<file path="config.mk">
export PLATFORM = sky130hd
export DESIGN_NAME = epass_reader
export DESIGN_NICKNAME = d
export VERILOG_FILES = /design/src/rtl/epass_pkg.sv /design/src/rtl/epass_byte_rx.sv /design/src/rtl/epass_reader.sv
export SDC_FILE = /design/constraint.sdc
export NUM_CORES = 1
export LEC_CHECK = 0
export ABC_AREA = 0
export BUFFER_PORTS_ARGS = -buffer_cell sky130_fd_sc_hd__buf_4
export CAP_MARGIN = 40
export CORE_MARGIN = 5
export CORE_UTILIZATION = 45
export CTS_BUF_LIST = sky130_fd_sc_hd__clkbuf_4 sky130_fd_sc_hd__clkbuf_8 sky130_fd_sc_hd__clkbuf_16
export CTS_CLUSTER_DIAMETER = 40
export DETAILED_ROUTE_END_ITERATION = 12
export MAX_ROUTING_LAYER = met4
export PLACE_DENSITY = 0.63
export REMOVE_ABC_BUFFERS = 1
export SETUP_SLACK_MARGIN = 0.15
export SYNTH_ARGS = -nofsm -noshare
export SYNTH_HDL_FRONTEND = slang
export SYNTH_SLANG_ARGS = --single-unit
</file>
<file path="constraint.sdc">
create_clock -name clk -period 2.5 [get_ports clk]
set_input_delay 0.125 -clock clk [delete_from_list [all_inputs] [get_ports clk]]
set_output_delay 0.125 -clock clk [all_outputs]
set_load 0.005 [all_outputs]
</file>
<file path="src/rtl/epass_pkg.sv">
`default_nettype none
// ============================================================================
// Module : epass_pkg
// Brief  : Shared constants and state encodings for the E-pass tag reader.
//          The receiver parity state exists only when EPASS_PARITY_EN is defined.
// Rev    : 1.0  initial release
// ============================================================================
package epass_pkg;

    localparam logic [7:0] EPASS_SOF         = 8'hA5;
    localparam int         EPASS_FRAME_BYTES = 5;

    typedef enum logic [2:0] {
        ST_IDLE    = 3'd0,
        ST_ARMED   = 3'd1,
        ST_COLLECT = 3'd2,
        ST_CHECK   = 3'd3,
        ST_HOLD    = 3'd4
    } state_t;

    typedef enum logic [2:0] {
        RX_IDLE  = 3'd0,
        RX_START = 3'd1,
        RX_DATA  = 3'd2,
        RX_STOP  = 3'd3
`ifdef EPASS_PARITY_EN
        ,
        RX_PAR   = 3'd4
`endif
    } rx_state_t;

endpackage
`default_nettype wire

</file>
<file path="src/rtl/epass_byte_rx.sv">
`default_nettype none
// ============================================================================
// Module : epass_byte_rx
// Brief  : rx synchronizer, bit timing and shifter; emits one-cycle byte strobes.
//          EPASS_PARITY_EN adds an even-parity bit between D7 and stop.
// Rev    : 1.0  initial release
// ============================================================================
module epass_byte_rx
    import epass_pkg::*;
#(
    parameter int CLK_PER_BIT = 16
) (
    input  logic       clk,
    input  logic       reset_n,
    input  logic       rx_i,
    input  logic       flush_i,
    output logic [7:0] byte_o,
    output logic       byte_valid_o,
    output logic       byte_err_o
);

    localparam int CW   = $clog2(CLK_PER_BIT);
    localparam int HALF = CLK_PER_BIT / 2;

    logic            rx_s1_q, rx_s2_q, rx_prev_q;
    rx_state_t       st_q, st_d;
    logic [CW-1:0]   cnt_q, cnt_d;
    logic [2:0]      bits_q, bits_d;
    logic [7:0]      sh_q, sh_d;
    logic [7:0]      byte_q, byte_d;
    logic            bv_q, bv_d;
    logic            be_q, be_d;
    logic            w_tick;
    logic            w_par_ok;

`ifdef EPASS_PARITY_EN
    logic            par_q, par_d;
    assign w_par_ok = ~(^{par_q, sh_q});
`else
    assign w_par_ok = 1'b1;
`endif

    assign w_tick = (cnt_q == CW'(CLK_PER_BIT - 1));

    always_ff @(posedge clk or negedge reset_n) begin
        if (!reset_n) begin
            rx_s1_q   <= 1'b1;
            rx_s2_q   <= 1'b1;
            rx_prev_q <= 1'b1;
            st_q      <= RX_IDLE;
            cnt_q     <= '0;
            bits_q    <= '0;
            sh_q      <= '0;
            byte_q    <= '0;
            bv_q      <= 1'b0;
            be_q      <= 1'b0;
`ifdef EPASS_PARITY_EN
            par_q     <= 1'b0;
`endif
        end else begin
            rx_s1_q   <= rx_i;
            rx_s2_q   <= rx_s1_q;
            rx_prev_q <= rx_s2_q;
            st_q      <= st_d;
            cnt_q     <= cnt_d;
            bits_q    <= bits_d;
            sh_q      <= sh_d;
            byte_q    <= byte_d;
            bv_q      <= bv_d;
            be_q      <= be_d;
`ifdef EPASS_PARITY_EN
            par_q     <= par_d;
`endif
        end
    end

    always_comb begin
        st_d   = st_q;
        cnt_d  = cnt_q;
        bits_d = bits_q;
        sh_d   = sh_q;
        byte_d = byte_q;
        bv_d   = 1'b0;
        be_d   = 1'b0;
`ifdef EPASS_PARITY_EN
        par_d  = par_q;
`endif
        case (st_q)
            RX_IDLE: begin
                if (rx_prev_q && !rx_s2_q) begin
                    st_d  = RX_START;
                    cnt_d = '0;
                end
            end
            RX_START: begin
                // A start bit that has gone high again by its midpoint is a glitch.
                if (cnt_q == CW'(HALF - 1)) begin
                    cnt_d  = '0;
                    bits_d = '0;
                    st_d   = rx_s2_q ? RX_IDLE : RX_DATA;
                end else begin
                    cnt_d = cnt_q + 1'b1;
                end
            end
            RX_DATA: begin
                if (w_tick) begin
                    cnt_d  = '0;
                    sh_d   = {rx_s2_q, sh_q[7:1]};
                    bits_d = bits_q + 1'b1;
                    if (bits_q == 3'd7) begin
`ifdef EPASS_PARITY_EN
                        st_d = RX_PAR;
`else
                        st_d = RX_STOP;
`endif
                    end
                end else begin
                    cnt_d = cnt_q + 1'b1;
                end
            end
`ifdef EPASS_PARITY_EN
            RX_PAR: begin
                if (w_tick) begin
                    cnt_d = '0;
                    par_d = rx_s2_q;
                    st_d  = RX_STOP;
                end else begin
                    cnt_d = cnt_q + 1'b1;
                end
            end
`endif
            RX_STOP: begin
                if (w_tick) begin
                    cnt_d = '0;
                    st_d  = RX_IDLE;
                    if (rx_s2_q && w_par_ok) begin
                        bv_d   = 1'b1;
                        byte_d = sh_q;
                    end else begin
                        be_d = 1'b1;
                    end
                end else begin
                    cnt_d = cnt_q + 1'b1;
                end
            end
            default: st_d = RX_IDLE;
        endcase
        if (flush_i) begin
            st_d   = RX_IDLE;
            cnt_d  = '0;
            bits_d = '0;
        end
    end

    assign byte_o       = byte_q;
    assign byte_valid_o = bv_q;
    assign byte_err_o   = be_q;

endmodule
`default_nettype wire

</file>
<file path="src/rtl/epass_reader.sv">
`default_nettype none
// ============================================================================
// Module : epass_reader
// Brief  : Arms on entry sensor, collects a 5-byte tag frame, verifies the XOR
//          checksum and holds the tag ID until cleared. Option: EPASS_PARITY_EN.
// Rev    : 1.0  initial release
// ============================================================================
module epass_reader
    import epass_pkg::*;
#(
    parameter int CLK_PER_BIT = 16,
    parameter int TIMEOUT_CYC = 50000,
    parameter int WIDTH_TO    = 16
) (
    input  logic        clk,
    input  logic        reset_n,
    input  logic        arm,
    input  logic        clear,
    input  logic        rx,
    output logic        valid_Epass,
    output logic [23:0] tag_id,
    output logic        frame_err,
    output logic        busy
);

    localparam logic [WIDTH_TO-1:0] TO_LAST  = WIDTH_TO'(TIMEOUT_CYC - 1);
    localparam logic [1:0]          IDX_LAST = 2'(EPASS_FRAME_BYTES - 2);

    state_t                state_q, state_d;
    logic [WIDTH_TO-1:0]   to_cnt_q, to_cnt_d;
    logic [1:0]            idx_q, idx_d;
    logic [31:0]           frame_q, frame_d;
    logic [23:0]           tag_q, tag_d;
    logic                  ferr_q, ferr_d;

    logic [7:0]            w_byte;
    logic                  w_byte_valid;
    logic                  w_byte_err;
    logic                  w_flush;
    logic                  w_timeout;
    logic                  w_chk_ok;

    assign w_flush   = arm && (state_q != ST_HOLD);
    assign w_timeout = (to_cnt_q == TO_LAST);
    assign w_chk_ok  = (frame_q[7:0] == (frame_q[31:24] ^ frame_q[23:16] ^ frame_q[15:8]));

    epass_byte_rx #(
        .CLK_PER_BIT (CLK_PER_BIT)
    ) u_rx (
        .clk          (clk),
        .reset_n      (reset_n),
        .rx_i         (rx),
        .flush_i      (w_flush),
        .byte_o       (w_byte),
        .byte_valid_o (w_byte_valid),
        .byte_err_o   (w_byte_err)
    );

    always_ff @(posedge clk or negedge reset_n) begin
        if (!reset_n) begin
            state_q  <= ST_IDLE;
            to_cnt_q <= '0;
            idx_q    <= '0;
            frame_q  <= '0;
            tag_q    <= '0;
            ferr_q   <= 1'b0;
        end else begin
            state_q  <= state_d;
            to_cnt_q <= to_cnt_d;
            idx_q    <= idx_d;
            frame_q  <= frame_d;
            tag_q    <= tag_d;
            ferr_q   <= ferr_d;
        end
    end

    always_comb begin
        state_d  = state_q;
        to_cnt_d = to_cnt_q;
        idx_d    = idx_q;
        frame_d  = frame_q;
        tag_d    = tag_q;
        ferr_d   = 1'b0;
        case (state_q)
            ST_IDLE: begin
                if (arm) begin
                    state_d  = ST_ARMED;
                    to_cnt_d = '0;
                end
            end
            ST_ARMED: begin
                if (arm) begin
                    to_cnt_d = '0;
                end else if (w_timeout) begin
                    state_d = ST_IDLE;
                    ferr_d  = 1'b1;
                end else begin
                    to_cnt_d = to_cnt_q + 1'b1;
                    if (w_byte_valid && (w_byte == EPASS_SOF)) begin
                        state_d = ST_COLLECT;
                        idx_d   = '0;
                    end
                end
            end
            ST_COLLECT: begin
                // Re-arming mid-frame drops everything collected so far.
                if (arm) begin
                    state_d  = ST_ARMED;
                    to_cnt_d = '0;
                end else if (w_timeout) begin
                    state_d = ST_IDLE;
                    ferr_d  = 1'b1;
                end else begin
                    to_cnt_d = to_cnt_q + 1'b1;
                    if (w_byte_err) begin
                        state_d = ST_ARMED;
                        ferr_d  = 1'b1;
                    end else if (w_byte_valid) begin
                        frame_d = {frame_q[23:0], w_byte};
                        idx_d   = idx_q + 1'b1;
                        if (idx_q == IDX_LAST) begin
                            state_d = ST_CHECK;
                        end
                    end
                end
            end
            ST_CHECK: begin
                if (w_chk_ok) begin
                    state_d = ST_HOLD;
                    tag_d   = frame_q[31:8];
                end else begin
                    state_d = ST_ARMED;
                    ferr_d  = 1'b1;
                end
            end
            ST_HOLD: begin
                if (clear) begin
                    state_d = ST_IDLE;
                end
            end
            default: state_d = ST_IDLE;
        endcase
    end

    assign valid_Epass = (state_q == ST_HOLD);
    assign tag_id      = tag_q;
    assign frame_err   = ferr_q;
    assign busy        = (state_q == ST_ARMED) || (state_q == ST_COLLECT);

endmodule
`default_nettype wire

</file>
==> implementation parameters, run 1 <==
Parameter                              Value

Status
  Status    completed

Worst setup path
  Cells along the critical path    ha_1 > and3_1 > and4_4 > a2111oi_4 > nand2_4 > buf_12 > mux2_4
  CP top delay family    simple AND/OR/NAND/NOR gates
  Number of buffers and inverters on the critical path    1
  Data arrival time of the critical path    between 2 and 3 ns
  Register-to-Register Path Depth    7
  Critical path capture point type    flop
  Count of cell instances traversed by the critical path    7
  Slowest cell on the critical path    sky130_fd_sc_hd__dfrtp_1
  Largest driver fanout on the critical path    33
  Startpoint of the lowest-slack register-to-register path    to_cnt_q[0]
  Start point of the critical path    to_cnt_q[0]
  Setup Crit Path Kind    flop to flop
  Data required time at the worst endpoint    between 2 and 3 ns
  Startpoint types    flop
  Biggest cell delay along the critical path    ~0.42 ns

Timing
  Worst Tran Pin Value    about 0.69 ns
  Highest Clock Rate    433 MHz
  Accumulated negative setup slack    0 ns
  Setup repair after global routing missed its margin    no
  Largest clock skew in the final design    between 0.006 and 0.007 ns
  Final critical path time including I/O delays and setup    between 2 and 2.5 ns
  Fin. max-slew vios    0
  Count of endpoints failing hold in the final timing report    0
  Count of final setup violators    0
  Max-slew headroom at the worst pin    0.537
  Tcrit/Tclk final    0.924

Job
  Max capacitance violation total    0

Drt
  Antenna Violating Nets Remaining    0
  Overall via count from detail_route    approximately 3200
  Drt drc    0
  Highest metal layer with signal wires    met4
  Pre-antenna DRT Iters    4
  Met1 layer wirelength in the final routing    roughly 4.4 mm
  Routed met2 length    roughly 4.3 mm
  Final routed wire length divided by cell count    approximately 15 um
  Routed wire length on met3    around 320 um
  Vias per cell    ~5.5
  Final Routed Wirelength    ~9.1 mm
  Iteration-0 DRC count of the detailed router    242

Die
  Starting density of the core    0.457
  Horiz. Die Dim    roughly 120 um
  Number of ports placed on the die boundary    32
  Die Outline Area    about 0.014 mm2
  Die Ht    ~120 um
  Core Rows    39
  Core Box Area    around 0.011 mm2

Yosys
  Main synth FF type    sky130_fd_sc_hd__dfrtp_1
  Number of instances in the synthesized netlist    405
  Summed instance area of the synthesized netlist    0.00519 mm2
  Sequential-to-total area share from yosys stat    0.521
  Total of flip-flops plus latches after synthesis    between 100 and 150
  Yosys warnings    0
  Cell type with the largest total area after synthesis    sky130_fd_sc_hd__dfrtp_1
  Share of async-settable or async-resettable flops after synthesis    1.00
  Area fraction of the dominant cell type after synthesis    0.506
  Average footprint of a synthesized cell    roughly 13 um2
  Number of library cell types mapped by synthesis    just under 60
  Top area cells in the synthesized netlist    sky130_fd_sc_hd__dfrtp_1 (51%), sky130_fd_sc_hd__mux2_2 (9.3%), sky130_fd_sc_hd__mux2_4 (8.4%)
  Number of synthesized flops with an enable pin    0

Placement
  # port buffers    31
  Post-DP HPWL    about 6.2 mm
  RD Place Congestion    0.829
  Placed Area    about 0.0056 mm2

CTS
  Clock transition at the registers of the reported paths    roughly 0.07 ns
  CTS tree    built
  Buffer levels on the longest clock path    2
  Number of buffers created by CTS    9
  Number of H-tree branching levels    3
  TritonCTS Sinks    108
  Root buffer cell    sky130_fd_sc_hd__clkbuf_16
  Insertion delay of the later-clocked pin in the worst-skew pair    roughly 0.34 ns

Min path
  Hold WC Path Type    primary input to flop
  Hold Crit Start    arm
  Hold path cells    2

Cells and area
  Net count, final    between 400 and 500
  ANT cells    0
  Layout cell share with drive strength beyond 1    0.331
  Design area    slightly below 0.006 mm2
  Area Growth Syn to Fin    14.0%

Power
  Internal power summed over all cells    0.00269 W
  Portion of total power attributed to sequential cells    0.501
  Relative contribution of the clock network to total power    0.353
  Maximum VDD drop    a little under 400 uV
  Power spent charging and discharging nets    0.00103 W
  PD cells    approximately 630 mW/mm2
  Relative contribution of combinational cells to total power    0.146
  Cell leakage power    between 2 and 3 nW
  Switching power as a share of total power    0.277

GRT
  Antenna violations before repair    0
  Largest net degree at the start of global routing    55
  Global-route wire length before repair    about 16 mm
  Global route total overflow    0
  Global router's overall resource usage    0.142
  Number of global-route vias before repair    around 3200
==> cell type report <==
| cell class | instances | area, um2 |
|---|---|---|
| fillers | 949 | 5450 |
| clock buffers | 10 | 233 |
| inverters | 10 | 37.5 |
| well taps | 143 | 179 |
| clock inverters | 6 | 41.3 |
| flip-flops and latches | 108 | 2710 |
| multi-input cells | 272 | 2350 |
| repair buffers | 44 | 373 |
==> metrics by stage <==
| step | hold slack [ns] | instances | util | power (W) | setup slack, ns |
|---|---|---|---|---|---|
| after floorplan | -0.171 | 390 | - | 0.00224 | 0.135 |
| after global placement | 0.211 | 574 | 0.493 | 0.00240 | 0.275 |
| after detailed placement | 0.221 | 574 | 0.493 | 0.00243 | 0.225 |
| after CTS | 0.0676 | 592 | 0.519 | 0.00375 | 0.208 |
| after global routing | 0.0914 | 593 | 0.521 | 0.00391 | 0.144 |
| final | 0.0826 | 593 | 0.521 | 0.00373 | 0.191 |
==> worst register-to-register path: stages (launching register included) <==
cell	delay [ns]
sky130_fd_sc_hd__dfrtp_1	0.42
sky130_fd_sc_hd__ha_1	0.24
sky130_fd_sc_hd__and3_1	0.27
sky130_fd_sc_hd__and4_4	0.21
sky130_fd_sc_hd__a2111oi_4	0.43
sky130_fd_sc_hd__nand2_4	0.09
sky130_fd_sc_hd__buf_12	0.20
sky130_fd_sc_hd__mux2_4	0.35
==> metal layers <==
layer,vias up,track usage
met4,0,0.0587
met1,1602,0.193
met5,-,-
met2,59,0.212
li1,1566,-
met3,11,0.0226
==> power by group through the flow <==
stage / combinational [W] / clock (W) / sequential, W
after CTS: 0.000537 / 0.00135 / 0.00186
after global placement: 0.000510 / 0 / 0.00189
after floorplan: 0.000361 / 0 / 0.00188
after detailed placement: 0.000532 / 0 / 0.00190
final: 0.000545 / 0.00132 / 0.00187
after global routing: 0.000612 / 0.00142 / 0.00187
==> timing repair <==
action,CTS,global route
endpoints found under the setup margin,0,27
resized for setup,0,5
endpoints found under the hold margin,50,0
hold buffers,2,0
setup buffers,0,1
==> placed cells by master, fill, tap and decap left out, types with 3 or more instances in the layout <==
cell                         synthesis  layout
sky130_fd_sc_hd__xnor2_1            20      20
sky130_fd_sc_hd__a21oi_1             9       7
sky130_fd_sc_hd__or2_2               4       4
sky130_fd_sc_hd__nand3_1             9       9
sky130_fd_sc_hd__mux2_2             43      43
sky130_fd_sc_hd__mux2i_1             4       4
sky130_fd_sc_hd__buf_12              0       3
sky130_fd_sc_hd__clkinvlp_4          0       3
sky130_fd_sc_hd__nor2_1             14      14
sky130_fd_sc_hd__dfrtp_1           105     104
sky130_fd_sc_hd__ha_1                9       9
sky130_fd_sc_hd__o31ai_1            10      10
sky130_fd_sc_hd__xor2_1              6       6
sky130_fd_sc_hd__o21ai_0            17      17
sky130_fd_sc_hd__and3_1              6       6
sky130_fd_sc_hd__buf_4               2      39
sky130_fd_sc_hd__nand2b_1            9       9
sky130_fd_sc_hd__dfstp_2             3       3
sky130_fd_sc_hd__nor4_1              4       4
sky130_fd_sc_hd__inv_1              10      10
sky130_fd_sc_hd__mux2_4             29      29
sky130_fd_sc_hd__nand2_1            18      18
sky130_fd_sc_hd__nor3_1              6       6
sky130_fd_sc_hd__nor4b_1             3       3
sky130_fd_sc_hd__a21o_1              3       3
sky130_fd_sc_hd__clkbuf_16           0       9
sky130_fd_sc_hd__o41ai_1             4       4
sky130_fd_sc_hd__nand4_1             8       8
sky130_fd_sc_hd__a31oi_1             3       3
==> cell usage after synthesis, types with 3 or more instances <==
cell                         n
sky130_fd_sc_hd__a21o_1      3
sky130_fd_sc_hd__a21oi_1     9
sky130_fd_sc_hd__a31oi_1     3
sky130_fd_sc_hd__and3_1      6
sky130_fd_sc_hd__buf_6       6
sky130_fd_sc_hd__clkbuf_1    4
sky130_fd_sc_hd__dfrtp_1   105
sky130_fd_sc_hd__dfstp_2     3
sky130_fd_sc_hd__ha_1        9
sky130_fd_sc_hd__inv_1      10
sky130_fd_sc_hd__mux2_2     43
sky130_fd_sc_hd__mux2_4     29
sky130_fd_sc_hd__mux2i_1     4
sky130_fd_sc_hd__nand2_1    18
sky130_fd_sc_hd__nand2b_1    9
sky130_fd_sc_hd__nand3_1     9
sky130_fd_sc_hd__nand4_1     8
sky130_fd_sc_hd__nor2_1     14
sky130_fd_sc_hd__nor3_1      6
sky130_fd_sc_hd__nor4_1      4
sky130_fd_sc_hd__nor4b_1     3
sky130_fd_sc_hd__o21ai_0    17
sky130_fd_sc_hd__o31ai_1    10
sky130_fd_sc_hd__o41ai_1     4
sky130_fd_sc_hd__or2_2       4
sky130_fd_sc_hd__xnor2_1    20
sky130_fd_sc_hd__xor2_1      6
==> path summary, 6_finish.rpt <==
check	endpoint	slack (ns)
min	frame_err	0.08
min in group asynchronous	tag_id[9]	0.38
max in group asynchronous	to_cnt_q[5]	1.38
max	frame_q[9]	0.19
max reg2reg	frame_q[9]	0.19
min reg2reg	u_rx.rx_s2_q	0.36
==> logic make-up after synthesis <==
| group | synth area share |
|---|---|
| buffers and inverters | 0.0287 |
| AOI/OAI and AO/OA | 0.0882 |
| muxes | 0.185 |
| and+or+nand+nor | 0.112 |
| DFF | 0.521 |
| xor gates and xnor gates | 0.0439 |
| adders and majority gates | 0.0217 |
==> registers in the layout (all words and copies together) (netlist names), 2 cells and up <==
register     count
frame_q         32
tag_id          24
to_cnt_q        16
u_rx.byte_o      8
u_rx.sh_q        8
u_rx.cnt_q       4
state_q          3
u_rx.bits_q      3
idx_q            2
u_rx.st_q        2
(Power assumes the default switching activity.)
==> run 2, diff against run 1 <==
Settings changed: SYNTH_HIERARCHICAL set to 1.
==> run 2 against run 1 <==
  * Die area down 2.1%
  * Synthesized area down 2.3%
  * Via count fell by 1.5%
  * Count of clock-buffer cells in the layout increased by 3
  * First-iteration DRC count down 30%
  * Largest cell class unchanged
  * Largest power group unchanged
  * Highest routed layer unchanged
==> implementation parameters, run 2 <==
Parameter                              Value

Status
  Status    completed (unchanged)

Yosys
  Number of instances in the synthesized netlist    412 (was 405)
  Yosys warnings    6 (was 0)
  Main synth FF type    sky130_fd_sc_hd__dfrtp_1 (unchanged)
  Most common cell in the netlist    sky130_fd_sc_hd__dfrtp_1 (unchanged)
  Cell type with the largest total area after synthesis    sky130_fd_sc_hd__dfrtp_1 (unchanged)
  Number of synthesized flops with an enable pin    0 (unchanged)
  Area fraction of the dominant cell type after synthesis    0.518 (was 0.506)
  Summed instance area of the synthesized netlist    0.00507 mm2 (was 0.00519 mm2)
  Number of library cell types mapped by synthesis    60 (was 59)
  Top area cells in the synthesized netlist    sky130_fd_sc_hd__dfrtp_1 (52%), sky130_fd_sc_hd__mux2_2 (14%), sky130_fd_sc_hd__xnor2_1 (4.0%) (was sky130_fd_sc_hd__dfrtp_1 (51%), sky130_fd_sc_hd__mux2_2 (9.3%), sky130_fd_sc_hd__mux2_4 (8.4%))
  Post-synth top cells    sky130_fd_sc_hd__dfrtp_1 (105), sky130_fd_sc_hd__mux2_2 (62), sky130_fd_sc_hd__xnor2_1 (23) (was sky130_fd_sc_hd__dfrtp_1 (105), sky130_fd_sc_hd__mux2_2 (43), sky130_fd_sc_hd__mux2_4 (29))
  Average footprint of a synthesized cell    12.3 um2 (was 12.8 um2)
  Total of flip-flops plus latches after synthesis    108 (unchanged)
  Share of async-settable or async-resettable flops after synthesis    1.00 (unchanged)
  Sequential-to-total area share from yosys stat    0.534 (was 0.521)

Power
  Post-route total power    0.00380 W (was 0.00373 W)
  Switching power as a share of total power    0.270 (was 0.277)
  Portion of total power attributed to sequential cells    0.496 (was 0.501)
  Maximum VDD drop    441 uV (was 391 uV)
  PD cells    665 mW/mm2 (was 630 mW/mm2)
  Power spent charging and discharging nets    0.00103 W (about the same)
  Cell leakage power    2.68 nW (was 2.93 nW)
  Relative contribution of the clock network to total power    0.350 (was 0.353)
  Internal power summed over all cells    0.00277 W (was 0.00269 W)
  Relative contribution of combinational cells to total power    0.154 (was 0.146)

CTS
  Clock transition at the registers of the reported paths    0.06 ns (was 0.07 ns)
  Post-CTS resize count    0 (unchanged)
  Number of buffers created by CTS    9 (unchanged)
  Buffer levels on the longest clock path    2 (unchanged)
  CTS tree    built (unchanged)
  Root buffer cell    sky130_fd_sc_hd__clkbuf_16 (unchanged)
  TritonCTS Sinks    108 (unchanged)
  Number of H-tree branching levels    3 (unchanged)
  Insertion delay of the later-clocked pin in the worst-skew pair    0.34 ns (about the same)

Die
  Horiz. Die Dim    116 um (was 117 um)
  Core Rows    38 (was 39)
  Core Box Area    0.0109 mm2 (was 0.0114 mm2)
  Die Ht    116 um (was 117 um)
  Starting density of the core    0.464 (was 0.457)
  Number of ports placed on the die boundary    32 (unchanged)
  Die Outline Area    0.0135 mm2 (was 0.0138 mm2)

Drt
  Iteration-0 DRC count of the detailed router    170 (was 242)
  Antenna Violating Nets Remaining    0 (unchanged)
  Overall via count from detail_route    3189 (was 3238)
  Final Routed Wirelength    8.88 mm (was 9.13 mm)
  Final routed wire length divided by cell count    15.2 um (was 15.4 um)
  Pre-antenna DRT Iters    4 (unchanged)
  Vias per cell    5.46 (about the same)
  Drt drc    0 (unchanged)

Timing
  Highest Clock Rate    468 MHz (was 433 MHz)
  Tcrit/Tclk final    0.855 (was 0.924)
  Worst Tran Pin Value    0.831 ns (was 0.694 ns)
  Fin. max-slew vios    0 (unchanged)
  Accumulated negative setup slack    0 ns (unchanged)
  Count of endpoints failing hold in the final timing report    0 (unchanged)
  Largest clock skew in the final design    0.00562 ns (was 0.00663 ns)
  PnR worst setup slack    0.362 ns (was 0.191 ns)
  Final critical path time including I/O delays and setup    2.14 ns (was 2.31 ns)
  Count of final setup violators    0 (unchanged)
  Setup repair after global routing missed its margin    no (unchanged)
  Max-slew headroom at the worst pin    0.445 (was 0.537)

Worst setup path
  Largest driver fanout on the critical path    21 (was 33)
  Data arrival time of the critical path    2.36 ns (was 2.53 ns)
  Critical path capture point type    flop (unchanged)
  Startpoint types    flop (unchanged)
  Setup Crit Path Kind    flop to flop (unchanged)
  Data required time at the worst endpoint    2.73 ns (about the same)

Cells and area
  Area Growth Syn to Fin    12.5% (was 14.0%)
  Flip-flop count of the largest register after layout    32 (unchanged)
  Commonest cells after routing, fill and taps aside    sky130_fd_sc_hd__dfrtp_1 (105), sky130_fd_sc_hd__mux2_2 (62), sky130_fd_sc_hd__buf_4 (36), sky130_fd_sc_hd__xnor2_1 (23) (was sky130_fd_sc_hd__dfrtp_1 (104), sky130_fd_sc_hd__mux2_2 (43), sky130_fd_sc_hd__buf_4 (39), sky130_fd_sc_hd__mux2_4 (29), sky130_fd_sc_hd__xnor2_1 (20))
  ANT cells    0 (unchanged)
  Most common cell after layout, fill and taps aside    sky130_fd_sc_hd__dfrtp_1 (unchanged)
  Post-Route Utilization    0.522 (was 0.521)
  Largest Register    frame_q (unchanged)
  Layout cell share with drive strength beyond 1    0.311 (was 0.331)
  Net count, final    450 (was 459)

Placement
  # port buffers    31 (unchanged)
  Post-DP HPWL    6.01 mm (was 6.22 mm)
  Minimum setup slack after placement    0.336 ns (was 0.225 ns)
  RD Place Congestion    0.863 (was 0.829)

GRT
  Global router's overall resource usage    0.150 (was 0.142)
  Global-route wire length before repair    15.6 mm (was 15.9 mm)
  Number of global-route vias before repair    3194 (was 3225)
  Global route total overflow    0 (unchanged)
  Largest net degree at the start of global routing    83 (was 55)
  Antenna violations before repair    0 (unchanged)

Job
  Max capacitance violation total    0 (unchanged)

Min path
  Hold WC Path Type    primary input to flop (unchanged)
==> run 2: changes by cell type after synthesis, moves of 6 or more <==
cell                       previous run  this run
sky130_fd_sc_hd__mux2_4              29         8
sky130_fd_sc_hd__mux2_2              43        62
sky130_fd_sc_hd__o31ai_1             10         1
sky130_fd_sc_hd__buf_2                2        10
sky130_fd_sc_hd__a31oi_1              3         9
sky130_fd_sc_hd__nand2b_1             9         3
sky130_fd_sc_hd__nor2_1              14        20
==> run 2: worst paths after layout <==
kind	startpoint	endpoint	slack, ns	cells after the start
max	frame_q[21]	tag_id[9]	0.36	6
min	clear	state_q[2]	0.07	3
max reg2reg	frame_q[21]	tag_id[9]	0.36	6
min reg2reg	u_rx/rx_s1_q	u_rx/rx_s2_q	0.36	0
max in group asynchronous	reset_n	u_rx/rx_prev_q	1.53	3
min in group asynchronous	reset_n	u_rx/cnt_q[1]	0.23	2
==> run 2: per-layer routing <==
| layer | vias up | share of wire | global-route usage |
|---|---|---|---|
| met5 | - | 0 | - |
| met4 | 0 | 0.013 | 0.0449 |
| met3 | 8 | 0.038 | 0.0383 |
| met2 | 52 | 0.48 | 0.226 |
| met1 | 1587 | 0.47 | 0.202 |
| li1 | 1542 | - | - |
==> run 2: repair_timing <==
item                      CTS  global route
hold endpoints to repair   27             0
hold buffers                2             0
setup buffers               0             0
==> run 2: through the flow <==
step                hold slack, ns  instances  area (um2)
finish                      0.0715        584        5710
global route                0.0853        584        5710
CTS                         0.0637        584        5710
detailed placement          0.0648        567        5410
global placement            0.0613        567        5410
floorplan                   -0.171        389        4920
==> run 2: worst max-delay path, stage by stage (launching register included) <==
cell,delay [ns]
sky130_fd_sc_hd__dfrtp_1,0.41
sky130_fd_sc_hd__xnor2_1,0.15
sky130_fd_sc_hd__xnor2_1,0.22
sky130_fd_sc_hd__nand4_1,0.22
sky130_fd_sc_hd__nor4_4,0.31
sky130_fd_sc_hd__buf_4,0.33
sky130_fd_sc_hd__mux2_2,0.38
==> run 2: cell families after synthesis <==
family	Yosys count	share of synthesized area
flops	108	0.534
simple gates	102	0.117
mux	74	0.170
compound gates	63	0.0804
xor+xnor	30	0.0518
buf+inv	30	0.0345
fa+ha+maj	5	0.0123
==> run 2: power groups by stage <==
stage | Combinational [W] | Sequential [W] | Clock (W)
5_1_grt | 0.000649 | 0.00189 | 0.00145
6_report | 0.000583 | 0.00188 | 0.00133
4_1_cts | 0.000590 | 0.00188 | 0.00137
3_3_place_gp | 0.000577 | 0.00191 | 0
2_1_floorplan | 0.000364 | 0.00189 | 0
3_5_place_dp | 0.000585 | 0.00191 | 0
==> run 2: cell type report <==
type                    count  area (um2)
multi-input cells         274        2190
repair buffers             40         330
inverters                   7        26.3
flip-flops and latches    108        2710
fillers                   985        5230
well taps                 140         175
clock buffers              13         268
clock inverters             2        10.0
